`src/rtl/seg_pkg.sv`:
```
// Shared constants and types for the scanned seven-segment capture block:
// digit count, segment codes for 0-9, and the output-stage state type.
package seg_pkg;

    localparam int NUM_DIGITS = 4;
    localparam int DIG_IDX_W  = $clog2(NUM_DIGITS);

    // Active-high segment codes, bit0 = a ... bit6 = g.
    localparam logic [6:0] SEG_0 = 7'h3F;
    localparam logic [6:0] SEG_1 = 7'h06;
    localparam logic [6:0] SEG_2 = 7'h5B;
    localparam logic [6:0] SEG_3 = 7'h4F;
    localparam logic [6:0] SEG_4 = 7'h66;
    localparam logic [6:0] SEG_5 = 7'h6D;
    localparam logic [6:0] SEG_6 = 7'h7D;
    localparam logic [6:0] SEG_7 = 7'h07;
    localparam logic [6:0] SEG_8 = 7'h7F;
    localparam logic [6:0] SEG_9 = 7'h6F;

    typedef logic [DIG_IDX_W-1:0] dig_idx_t;

    typedef enum logic {
        OUT_EMPTY,
        OUT_FULL
    } out_state_e;

    // Position of the set bit; only meaningful when the select is one-hot.
    function automatic dig_idx_t onehot_index(input logic [NUM_DIGITS-1:0] sel);
        dig_idx_t idx;
        idx = '0;
        for (int i = 0; i < NUM_DIGITS; i++) begin
            if (sel[i]) idx = dig_idx_t'(i);
        end
        return idx;
    endfunction

endpackage

```
`src/rtl/seg_code_to_bcd.sv`:
```
// Combinational seven-segment pattern to BCD decoder; unknown patterns
// produce 4'hF with the invalid flag raised.
module seg_code_to_bcd
    import seg_pkg::*;
(
    input  logic [6:0] seg,
    output logic [3:0] bcd,
    output logic       invalid
);

    always_comb begin
        // NOTE: every output gets a default before the case so no path leaves it unassigned (no latch).
        bcd     = 4'hF;
        invalid = 1'b0;
        case (seg)
            SEG_0:   bcd = 4'd0;
            SEG_1:   bcd = 4'd1;
            SEG_2:   bcd = 4'd2;
            SEG_3:   bcd = 4'd3;
            SEG_4:   bcd = 4'd4;
            SEG_5:   bcd = 4'd5;
            SEG_6:   bcd = 4'd6;
            SEG_7:   bcd = 4'd7;
            SEG_8:   bcd = 4'd8;
            SEG_9:   bcd = 4'd9;
            default: invalid = 1'b1;
        endcase
    end

endmodule

```
`src/rtl/seg_scan_decoder.sv`:
```
// Recovers a 4-digit BCD frame from a multiplexed seven-segment scan bus:
// input register, stability filter, per-digit capture buffer, output handshake.
module seg_scan_decoder
    import seg_pkg::*;
#(
    parameter int STABLE_CYCLES = 4
) (
    input  logic                    clk,
    input  logic                    rst_n,
    input  logic [7:0]              seg,
    input  logic [NUM_DIGITS-1:0]   dig_sel,
    output logic [4*NUM_DIGITS-1:0] bcd_out,
    output logic [NUM_DIGITS-1:0]   err_out,
    output logic                    out_valid,
    input  logic                    out_ready,
    output logic                    overrun
);

    localparam int               CNT_W    = $clog2(STABLE_CYCLES);
    localparam logic [CNT_W-1:0] CNT_LAST = CNT_W'(STABLE_CYCLES - 1);
    localparam logic [CNT_W-1:0] CNT_ARM  = CNT_W'(STABLE_CYCLES - 2);
    localparam logic [7:0]       DP_MASK  = 8'h7F;

    logic [7:0]              seg_q, prev_seg;
    logic [NUM_DIGITS-1:0]   dig_q, prev_dig;
    logic [7:0]              seg_m;
    logic [CNT_W-1:0]        cnt;
    logic                    stable, capture, frame_load;
    dig_idx_t                cap_idx;
    logic [3:0]              dec_bcd;
    logic                    dec_err;
    logic [4*NUM_DIGITS-1:0] buf_bcd;
    logic [NUM_DIGITS-1:0]   buf_err, seen, seen_next;
    out_state_e              state, state_next;

    // The decimal point never takes part in comparison or decoding.
    assign seg_m   = seg_q & DP_MASK;
    assign stable  = (seg_m == prev_seg) && (dig_q == prev_dig) && ($countones(dig_q) == 1);
    assign capture = stable && (cnt == CNT_ARM);
    assign cap_idx = onehot_index(dig_q);

    seg_code_to_bcd u_dec (
        .seg     (seg_m[6:0]),
        .bcd     (dec_bcd),
        .invalid (dec_err)
    );

    // NOTE: sequential state uses non-blocking assignments so every register samples pre-edge values.
    always_ff @(posedge clk or negedge rst_n) begin
        if (!rst_n) begin
            seg_q    <= '0;
            dig_q    <= '0;
            prev_seg <= '0;
            prev_dig <= '0;
            cnt      <= '0;
        end else begin
            seg_q    <= seg;
            dig_q    <= dig_sel;
            prev_seg <= seg_m;
            prev_dig <= dig_q;
            if (!stable)
                cnt <= '0;
            else if (cnt != CNT_LAST)
                cnt <= cnt + CNT_W'(1);
        end
    end

    // A full seen mask triggers the frame load one edge after the last capture.
    assign frame_load = (seen == '1);

    always_comb begin
        seen_next = frame_load ? '0 : seen;
        if (capture) seen_next = seen_next | dig_q;
    end

    // NOTE: the capture buffer is reset explicitly so a partial frame can never leak across reset.
    always_ff @(posedge clk or negedge rst_n) begin
        if (!rst_n) begin
            buf_bcd <= '0;
            buf_err <= '0;
            seen    <= '0;
        end else begin
            seen <= seen_next;
            if (capture) begin
                buf_bcd[{cap_idx, 2'b00} +: 4] <= dec_bcd;
                buf_err[cap_idx]               <= dec_err;
            end
        end
    end

    always_comb begin
        state_next = state;
        case (state)
            OUT_EMPTY: if (frame_load) state_next = OUT_FULL;
            OUT_FULL:  if (out_ready && !frame_load) state_next = OUT_EMPTY;
            default:   state_next = OUT_EMPTY;
        endcase
    end

    assign out_valid = (state == OUT_FULL);

    always_ff @(posedge clk or negedge rst_n) begin
        if (!rst_n) begin
            state   <= OUT_EMPTY;
            bcd_out <= '0;
            err_out <= '0;
            overrun <= 1'b0;
        end else begin
            state   <= state_next;
            overrun <= frame_load && (state == OUT_FULL) && !out_ready;
            if (frame_load) begin
                bcd_out <= buf_bcd;
                err_out <= buf_err;
            end
        end
    end

endmodule

```
`config.mk`:
```
export PLATFORM = sky130hd
export DESIGN_NAME = seg_scan_decoder
export DESIGN_NICKNAME = d
export VERILOG_FILES = /design/src/rtl/seg_pkg.sv /design/src/rtl/seg_code_to_bcd.sv /design/src/rtl/seg_scan_decoder.sv
export SDC_FILE = /design/constraint.sdc
export NUM_CORES = 1
export LEC_CHECK = 0
export ABC_CLOCK_PERIOD_IN_PS = 8850
export BUFFER_PORTS_ARGS = -buffer_cell sky130_fd_sc_hd__buf_2
export CORE_ASPECT_RATIO = 0.5
export CORE_MARGIN = 2
export CORE_UTILIZATION = 30
export DETAILED_ROUTE_END_ITERATION = 8
export GPL_TIMING_DRIVEN = 0
export SYNTH_ARGS = -nofsm -noshare
export SYNTH_HDL_FRONTEND = slang
export SYNTH_SLANG_ARGS = --single-unit
```
`constraint.sdc`:
```
create_clock -name clk -period 8.85 [get_ports clk]
set_input_delay 0.4425 -clock clk [delete_from_list [all_inputs] [get_ports clk]]
set_output_delay 0.4425 -clock clk [all_outputs]
set_load 0.01 [all_outputs]
```
# After elaboration in Yosys (flattened, before gate mapping)
# Index checks and enable logic that the tools add are counted.
# word_totals
wordCells,66
output_inout_bits,22
mem_bits_ro,0
n_memories,0
latch_bits,0
reg_bits,70
input_bits,15
ramBits,0
# classes
muxes,16
addsub,5
order_cmp,2
n_reduce_logical,10
shifts,2
mul,0
n_bitwise,2
eq_ne,17
n_div,0
# op_table
operator,count
$eq A7 B7 Y1 const B,7
$pmux W4 S10,1
$bwmux W16,1
$shift A4 B6 Y16 const A,1
$shiftx A4 B6 Y16,1
$eq A7 B3 Y1 const B,2
$reduce_or A10 Y1,1
$mux W2,4
$mux W4,2
$eq A7 B6 Y1 const B,1
$eq A7 B7 Y1,1
$logic_and A1 B1 Y1,7
$neg A4 Y6,1
$mux W1,5
$add A1 B1 Y2,2
$bwmux W4,1
$eq A4 B4 Y1,1
$eq A4 B4 Y1 const B,1
$or A4 B4 Y4,1
$add A2 B2 Y3,1
$eq A3 B1 Y1 const B,1
$lt A2 B3 Y1 const B,1
$add A2 B1 Y2 const B,1
$demux W1 S2,1
7 further kinds,8

# Logic depth before layout (Yosys ltp)
# Gate-level depths: netlist of run 1.
# depth
depth_word,8
mapped_depth,11
depth_no_buf,10

# Cells and area by module
# From an unflattened synthesis of run 1, not the netlist that was laid out.
# unflattened
hier_cells,277
area_unflattened_um2,3136.8
# modules_own_cells
mod,seq_area_each_um2,area_each_um2,instances,cells_each
seg_scan_decoder,1751.7,2922.8,1,246
seg_code_to_bcd,0.0,214.0,1,31

# Worst setup path after synthesis of run 1
# Ideal clock, no wire load.
# synth_path
kind,register to register
from,register dig_q[1]
to,register buf_bcd[11]
n_path_buf,1
t_arrival_ns,2.914
period_less_slack_ns,3.042
slack_ns,5.808
setup_ns,0.128
path_stages_with_launch,12
t_required_ns,8.722
cell_sequence,dfrtp_1 -> inv_1 -> fa_1 -> inv_1 -> ha_1 -> ha_1 -> or3b_1 -> nor4_1 -> and4_1 -> buf_6 -> nand3_4 -> mux2_1
# synth_between
elab_chain_len,6
word_cells_on_any_way,14
cone_classes,add/sub: 3; eq/ne: 2; shift: 2; mux: 4; reduce/logical: 3
# synth_lines
element,line,text
"start, declared",seg_scan_decoder.sv:25,"logic [NUM_DIGITS-1:0] dig_q, prev_dig;"
"start signal, assigned",seg_scan_decoder.sv:58,dig_q <= dig_sel;
$mux W1,seg_pkg.sv:32,if (sel[i]) idx = dig_idx_t'(i);
$mux W2 (2 in series),seg_pkg.sv:32,
$neg A4 Y6,seg_scan_decoder.sv:85,"buf_bcd[{cap_idx, 2'b00} +: 4] <= dec_bcd;"
$shiftx A4 B6 Y16 or $shift A4 B6 Y16 (tied branches),seg_scan_decoder.sv:85,
$bwmux W16,seg_scan_decoder.sv:85,
"end signal, assigned",seg_scan_decoder.sv:79,buf_bcd <= '0;
"end signal, assigned by index",seg_scan_decoder.sv:85,
"end, declared",seg_scan_decoder.sv:32,logic [4*NUM_DIGITS-1:0] buf_bcd;
# Several ways; a longest one is shown, not always the timed one.
# A chain may end at the register's enable or synchronous reset.

# Worst setup path after layout of run 1
# layout_path
from,register dig_q[1]
to,register buf_bcd[8]
# The elaborated chain is that of the path after synthesis.

==> metrics, run 1 <==
count of port buffers added during placement 35; IO Pins 37; biggest area contributors in the synthesized netlist dfrtp_1 (61%), mux2i_1 (4.2%), xor2_1 (4.0%), mux2_1 (3.2%), mux2_2 (3.2%); count of flip-flops with a built-in enable after synthesis 0; routed len/inst about 13 um; kind of end point of the critical path flip-flop; post-detailed-placement half-perimeter wirelength around 3.7 mm; end of the worst hold path dig_q[0]$_DFF_PN0_; Final Non-Filler Cells around 400; library cells used by synthesis 37; start point of the worst min-delay path dig_sel[0]; placed insts 380; Core Box Area between 9000 and 10000 um^2; number of buffers added for setup after CTS 0; area of the die approximately 10000 um^2; result of the run finished, final reports clean; reg-to-reg slack, setup between 5000 and 6000 ps; share of Yosys cell area claimed by the top area cell type 0.615; TritonCTS clock tree built; Peak Freq 0.306 GHz; CTS Root Buffer Type clkbuf_16; layout cells sized above 1 0.247; Slew Limit Fails 0; number of warnings printed during yosys synthesis 0; critical path startpoint category flip-flop; clock skew after layout between 7 and 8 ps; Non-Filler Cell Area, Final 3510 um^2; maximum number of pins on one net before global-route repair 71; Max-Cap Viols 0; fill count 883; detailed-route vias per instance 4.48; number of placement rows 25; worst path required time 9060 ps; worst vdd rail ir drop 95.4 uV; Slowest Stage Delay on Critical Path roughly 520 ps; number of standard cells after synthesis 224; areal power density over the cells 213 nW/um^2; final weighted congestion in routability-driven placement ~0.74; final antenna diode count 0; arrival time worst endpoint around 3500 ps; share of the yosys chip area belonging to registers 0.615; CTS H-Tree Depth 3; ordered cell list for the critical path inv_1 > fa_1 > inv_1 > ha_1 > ha_1 > or3b_1 > nor4_1 > and4_1 > buf_6 > nand3_4 > mux2_1; cts bufs inserted 9; largest driver fanout on the critical path 7; Crit-path slowest cell fa_1; Static Leak around 1.8 nW; initial core utilization 0.305; depth of the worst register-to-register path 11; relative max-transition margin 0.423; clock input transition at the sequential cells of the worst setup and hold paths about 60 ps; dpl cell area about 3200 um^2; Area Growth Syn to Fin 23.1%; antenna violations before repair 0; number of nets at the end of the flow 290; worst setup margin roughly 5600 ps; number of synthesized register bits 70; critical setup path kind flip-flop to flip-flop; Critical R2R Launch dig_q[1]$_DFF_PN0_; Setup-failing EPs final 0; Residual DRC 0; worst setup slack after placement between 5000 and 6000 ps; Iteration-0 DRC Markers roughly 190; overall power of the completed layout roughly 750 uW; classification of the worst-slack hold path input port to flip-flop; worst skew pair latency ~330 ps; post-synthesis instance area 2850 um^2; detailed-routing iteration count for the pre-antenna-repair pass 4; number of hold buffers added after cts 0; Total Routed Length 5.27 mm; count of nets left with antenna violations after detail routing 0; Synthesized Nets between 200 and 250; top cell type by total area after synthesis dfrtp_1; FF-to-FF End buf_bcd[8]$_DFFE_PN0P_; RSZ-0062 raised after global routing no; horizontal die dimension 142 um; Overflow after GRT 0; final critical-path share of the clock period 0.369; slew at the pin with the worst max-slew slack a little under 900 ps; Final Hold Fails 0; Avg Cell Area, Syn about 13 um^2; final worst path period need roughly 3300 ps; Total Routing Usage GR 0.115; vertical die dimension 72.9 um; via count of the routed design between 1.5k and 2k; number of cells on the worst hold path 1; Synth async-reset ratio 1.00; setup TNS 0 ps; top flip-flop cell by instance count after synthesis dfrtp_1; deepest clock path buffer count 2; CTS sink count 70; global-route wire length before repair 9.02 mm; post_cts resized 0; vias in the first global route between 1.5k and 2k
## flip-flops by register name, indices dropped and copies added (netlist names)
register,cells
dig_q,4
buf_err,4
overrun,1
prev_seg,7
buf_bcd,16
seg_q,7
out_valid,1
err_out,4
seen,4
bcd_out,16
prev_dig,4
cnt,2
## layout make-up
cell class | count | area, um^2 | area share
multi-input combinational | 124 | 976 | 0.278
sequential | 70 | 1750 | 0.499
timing repair buffer | 35 | 178 | 0.0506
buffer | 11 | 51.3 | 0.0146
tap | 121 | 151 | 0.0431
clock inverter | 7 | 105 | 0.0299
inverter | 19 | 71.3 | 0.0203
clock buffer | 9 | 225 | 0.0642
## synthesized netlist by cell type, types with 3 or more instances
| library cell | instances |
|---|---|
| a22o_1 | 3 |
| clkbuf_1 | 8 |
| dfrtp_1 | 70 |
| ha_1 | 4 |
| inv_1 | 19 |
| mux2_1 | 8 |
| mux2_2 | 8 |
| mux2i_1 | 12 |
| nand2_1 | 16 |
| nand3_1 | 3 |
| nand3_4 | 3 |
| nor2_1 | 8 |
| nor4_1 | 5 |
| o21ai_0 | 14 |
| xor2_1 | 13 |
## worst max path at each step
stage | to | startpoint | slack, ps
finish | buf_bcd[8]$_DFFE_PN0P_ | dig_q[1]$_DFF_PN0_ | 5580
global placement | buf_bcd[8]$_DFFE_PN0P_ | dig_q[1]$_DFF_PN0_ | 5630
global route | buf_bcd[0]$_DFFE_PN0P_ | dig_q[1]$_DFF_PN0_ | 5430
detailed placement | buf_bcd[8]$_DFFE_PN0P_ | dig_q[1]$_DFF_PN0_ | 5580
floorplan | buf_bcd[11]$_DFFE_PN0P_ | dig_q[1]$_DFF_PN0_ | 5810
CTS | buf_bcd[8]$_DFFE_PN0P_ | dig_q[1]$_DFF_PN0_ | 5560
## placed cells by master (no fill, tap or decap), drive strengths merged, types with 2 or more instances in the layout
cell type  count
nor2           8
nand3          6
o2111ai        2
xor2          13
inv           22
nor4           6
o21ai         16
a22o           3
dfrtp         70
nand4b         2
and3b          2
mux2i         12
and4           2
nor4b          2
bufinv         2
nand3b         2
buf           38
nand2         17
clkbuf        17
mux2          16
ha             4
## critical path: cells and delay by family (launching register included)
kind | cells | cell delay [ps]
adder cells (fa/ha/maj) | 3 | 950
buffers and inverters | 3 | 340
flip-flops | 1 | 470
multiplexers | 1 | 350
AND/OR/NAND/NOR | 4 | 1030
## routing by layer
| layer | vias to the layer above | wire [um] | global-route usage |
|---|---|---|---|
| met1 | 877 | 2550 | 0.150 |
| met2 | 34 | 2510 | 0.179 |
| met4 | 0 | 73 | 0.0489 |
| li1 | 854 | - | - |
| met5 | - | 0 | 0 |
| met3 | 9 | 133 | 0.0361 |
## cells by family (layout without fill, tap and decap cells)
family	Yosys count	count (layout)	synth area share
flops	70	70	0.615
compound gates	24	24	0.0514
xor+xnor	13	13	0.0399
fa+ha+maj	5	5	0.0246
simple gates	54	54	0.121
buf+inv	30	81	0.0430
mux	28	28	0.105
## power by group
part	internal [mW]	total, mW	switching (mW)
combinational	0.00982	0.0290	0.0192
sequential	0.325	0.330	0.00426
clock	0.251	0.389	0.139
total	0.586	0.748	0.162
## stage by stage
stage	hold slack, ps	util
5_1_grt	204	0.375
2_1_floorplan	147	-
4_1_cts	206	0.375
3_5_place_dp	361	0.340
3_3_place_gp	358	0.340
6_report	217	0.375
(Power assumes the default switching activity.)
==> run 2: changes to the inputs <==
--- a/config.mk
+++ b/config.mk
@@ -5,7 +5,8 @@
 export SDC_FILE = /design/constraint.sdc
 export NUM_CORES = 1
 export LEC_CHECK = 0
-export ABC_CLOCK_PERIOD_IN_PS = 8850
+export ABC_AREA = 1
+export ABC_CLOCK_PERIOD_IN_PS = 2800
 export BUFFER_PORTS_ARGS = -buffer_cell sky130_fd_sc_hd__buf_2
 export CORE_ASPECT_RATIO = 0.5
 export CORE_MARGIN = 2
==> constraint.sdc (replaced) <==
create_clock -name clk -period 2.8 [get_ports clk]
set_input_delay 0.14 -clock clk [delete_from_list [all_inputs] [get_ports clk]]
set_output_delay 0.14 -clock clk [all_outputs]
set_load 0.01 [all_outputs]
==> metrics, run 2 <==
start point of the worst min-delay path dig_q[0]$_DFF_PN0_; Residual DRC 0; final critical-path share of the clock period 0.939; number of nets at the end of the flow between 400 and 500; number of synthesized register bits 70; clock input transition at the sequential cells of the worst setup and hold paths 60 ps; result of the run finished, final reports clean; Slowest Stage Delay on Critical Path between 400 and 500 ps; vias in the first global route approximately 2.3k; Critical R2R Launch dig_q[3]$_DFF_PN0_; arrival time worst endpoint 2900 ps; post-detailed-placement half-perimeter wirelength around 4.4 mm; number of placement rows 26; share of Yosys cell area claimed by the top area cell type 0.556; kind of end point of the critical path flip-flop; final worst path period need ~2600 ps; library cells used by synthesis 24; IO Pins 37; top cell type by total area after synthesis dfrtp_1; worst setup margin ~170 ps; ordered cell list for the critical path buf_6 > inv_4 > fa_1 > inv_1 > ha_1 > ha_1 > inv_1 > nand3_2 > nor2_1 > nand2_1 > nor2_4 > nand3_4 > nor2_4 > nand3_1 > nand2_1; count leader, synth nand2_1; CTS sink count 70; detailed-route vias per instance about 4.2; critical setup path kind flip-flop to flip-flop; depth of the worst register-to-register path 15; count of flip-flops with a built-in enable after synthesis 0; sequential cell area 1750 um^2; area taken by multi-input logic gates approximately 1100 um^2; count of port buffers added during placement 35; Avg Cell Area, Syn approximately 8.4 um^2; cts bufs inserted 9; horizontal die dimension between 100 and 150 um; via count of the routed design approximately 2.4k; antenna violations before repair 0; CTS H-Tree Depth 3; Total Routed Length 6.38 mm; worst vdd rail ir drop between 200 and 300 uV; detailed-routing iteration count for the pre-antenna-repair pass 4; number of cells on the worst hold path 0; most numerous cell types in the synthesized netlist nand2_1 (119), dfrtp_1 (70), inv_1 (58); Crit-path slowest cell fa_1; top library cells by usage in the layout, fill and taps aside nand2_1 (119), dfrtp_1 (70), inv_1 (58); largest driver fanout on the critical path 8; Synth async-reset ratio 1.00; Synthesized Nets 395; slew at the pin with the worst max-slew slack 879 ps; worst hold-check slack roughly 400 ps; Final Hold Fails 0; count of nets left with antenna violations after detail routing 0; Area Growth Syn to Fin 26.6%; Setup-failing EPs final 0; maximum number of pins on one net before global-route repair slightly above 70; worst setup slack after placement ~110 ps; initial core utilization 0.308; most common cell after layout, fill and taps aside nand2_1; share of the yosys chip area belonging to registers 0.556; Iteration-0 DRC Markers 139; fill count ~1.1k; FF-to-FF End buf_bcd[4]$_DFFE_PN0P_; critical path startpoint category flip-flop; Overflow after GRT 0; areal power density over the cells 586 nW/um^2; reg-to-reg slack, setup approximately 170 ps; Total Routing Usage GR 0.124; area of the die roughly 11000 um^2; post-synthesis instance area between 3000 and 4000 um^2; biggest area contributors in the synthesized netlist dfrtp_1 (56%), nand2_1 (14%), inv_1 (6.9%), nor2_1 (4.5%), nand3_1 (3.3%); Static Leak about 2.1 nW; final antenna diode count 0; CTS Root Buffer Type clkbuf_16; Slew Limit Fails 0; final weighted congestion in routability-driven placement 0.834; overall power of the completed layout approximately 2.3 mW; relative max-transition margin 0.414; Peak Freq ~0.38 GHz; TritonCTS clock tree built; end of the worst hold path prev_dig[0]$_DFF_PN0_; vertical die dimension about 76 um; number of standard cells after synthesis approximately 380; routed len/inst ~11 um; final core utilization 0.390; worst skew pair latency roughly 330 ps; global-route wire length before repair 11.1 mm; layout cells sized above 1 0.169; clock skew after layout 5.58 ps; number of warnings printed during yosys synthesis 0; deepest clock path buffer count 2; top flip-flop cell by instance count after synthesis dfrtp_1; largest registers in the final layout bcd_out x16, buf_bcd x16; Max-Cap Viols 0; Core Box Area 10200 um^2; worst path required time 3070 ps; classification of the worst-slack hold path flip-flop to flip-flop
[run 2: cell types whose count changed after synthesis, moves of 4 or more]
cell	delta
nor2_1	+30
clkbuf_1	-4
nor4_1	-5
xor2_1	-12
mux2_2	-8
nand2_1	+103
nand3_1	+18
inv_2	+5
inv_1	+39
mux2i_1	-12
o21bai_1	+10
o21ai_0	+7
mux2_1	-8
[run 2: how the worst max path moves through the flow]
stage | startpoint | endpoint | slack (ps) | depth (start not counted)
final | dig_q[3]$_DFF_PN0_ | buf_bcd[4]$_DFFE_PN0P_ | 170 | 15
after global routing | dig_q[3]$_DFF_PN0_ | buf_bcd[4]$_DFFE_PN0P_ | -2 | 15
after CTS | dig_q[3]$_DFF_PN0_ | buf_bcd[14]$_DFFE_PN0P_ | 90 | 14
after detailed placement | dig_q[3]$_DFF_PN0_ | buf_bcd[14]$_DFFE_PN0P_ | 110 | 14
after global placement | dig_q[3]$_DFF_PN0_ | buf_bcd[14]$_DFFE_PN0P_ | 190 | 14
after floorplan | dig_q[3]$_DFF_PN0_ | buf_bcd[1]$_DFFE_PN0P_ | 410 | 16
[run 2: report_power, final]
group | switching (mW) | internal, mW
sequential | 0.0152 | 1.03
combinational | 0.0881 | 0.0500
clock | 0.413 | 0.741
total | 0.517 | 1.82
[run 2: repair_timing]
item | 4_1_cts | 5_1_grt
gates resized for setup | 0 | 4
setup endpoints to repair | 0 | 20
endpoints found under the hold margin | 83 | 0
hold buffers | 13 | 0
buffers inserted | 0 | 4
[run 2: critical path, delay by kind of cell (launching register included)]
kind / cells / cell delay (ps)
AND/OR/NAND/NOR: 8 / 960
flip-flops: 1 / 380
adder cells (fa/ha/maj): 3 / 910
buffers and inverters: 4 / 320
[run 2: logic make-up (layout without fill, tap and decap cells)]
family	after synthesis	in the layout	synth area share
flip-flops	70	70	0.556
AO/OA/AOI/OAI	33	33	0.0604
buffers and inverters	69	137	0.0854
XOR/XNOR	3	3	0.00834
AND/OR/NAND/NOR	195	195	0.267
adder cells (fa/ha/maj)	5	5	0.0222
[run 2: layout make-up]
| class | instances | area share |
|---|---|---|
| flip-flops and latches | 70 | 0.439 |
| multi-input cells | 236 | 0.286 |
| repair buffers | 52 | 0.0847 |
| clock buffers | 12 | 0.0643 |
| inverters | 64 | 0.0615 |
| well taps | 140 | 0.0439 |
| clock inverters | 4 | 0.0135 |
| plain buffers | 5 | 0.00659 |
[run 2: per-stage QoR]
stage | std cells | cell area, um^2 | setup TNS [ps]
floorplan | 375 | 3150 | 0
global placement | 550 | 3500 | 0
detailed placement | 550 | 3500 | 0
CTS | 579 | 3940 | 0
global route | 583 | 3990 | -2.26
finish | 583 | 3990 | 0
[run 2: layer usage]
metal | GRT usage | vias to the layer above | wire length [um]
met5 | 0 | - | 0
met4 | 0.0314 | 0 | 49
li1 | - | 1269 | -
met2 | 0.187 | 43 | 2810
met3 | 0.0503 | 4 | 284
met1 | 0.165 | 1131 | 3230
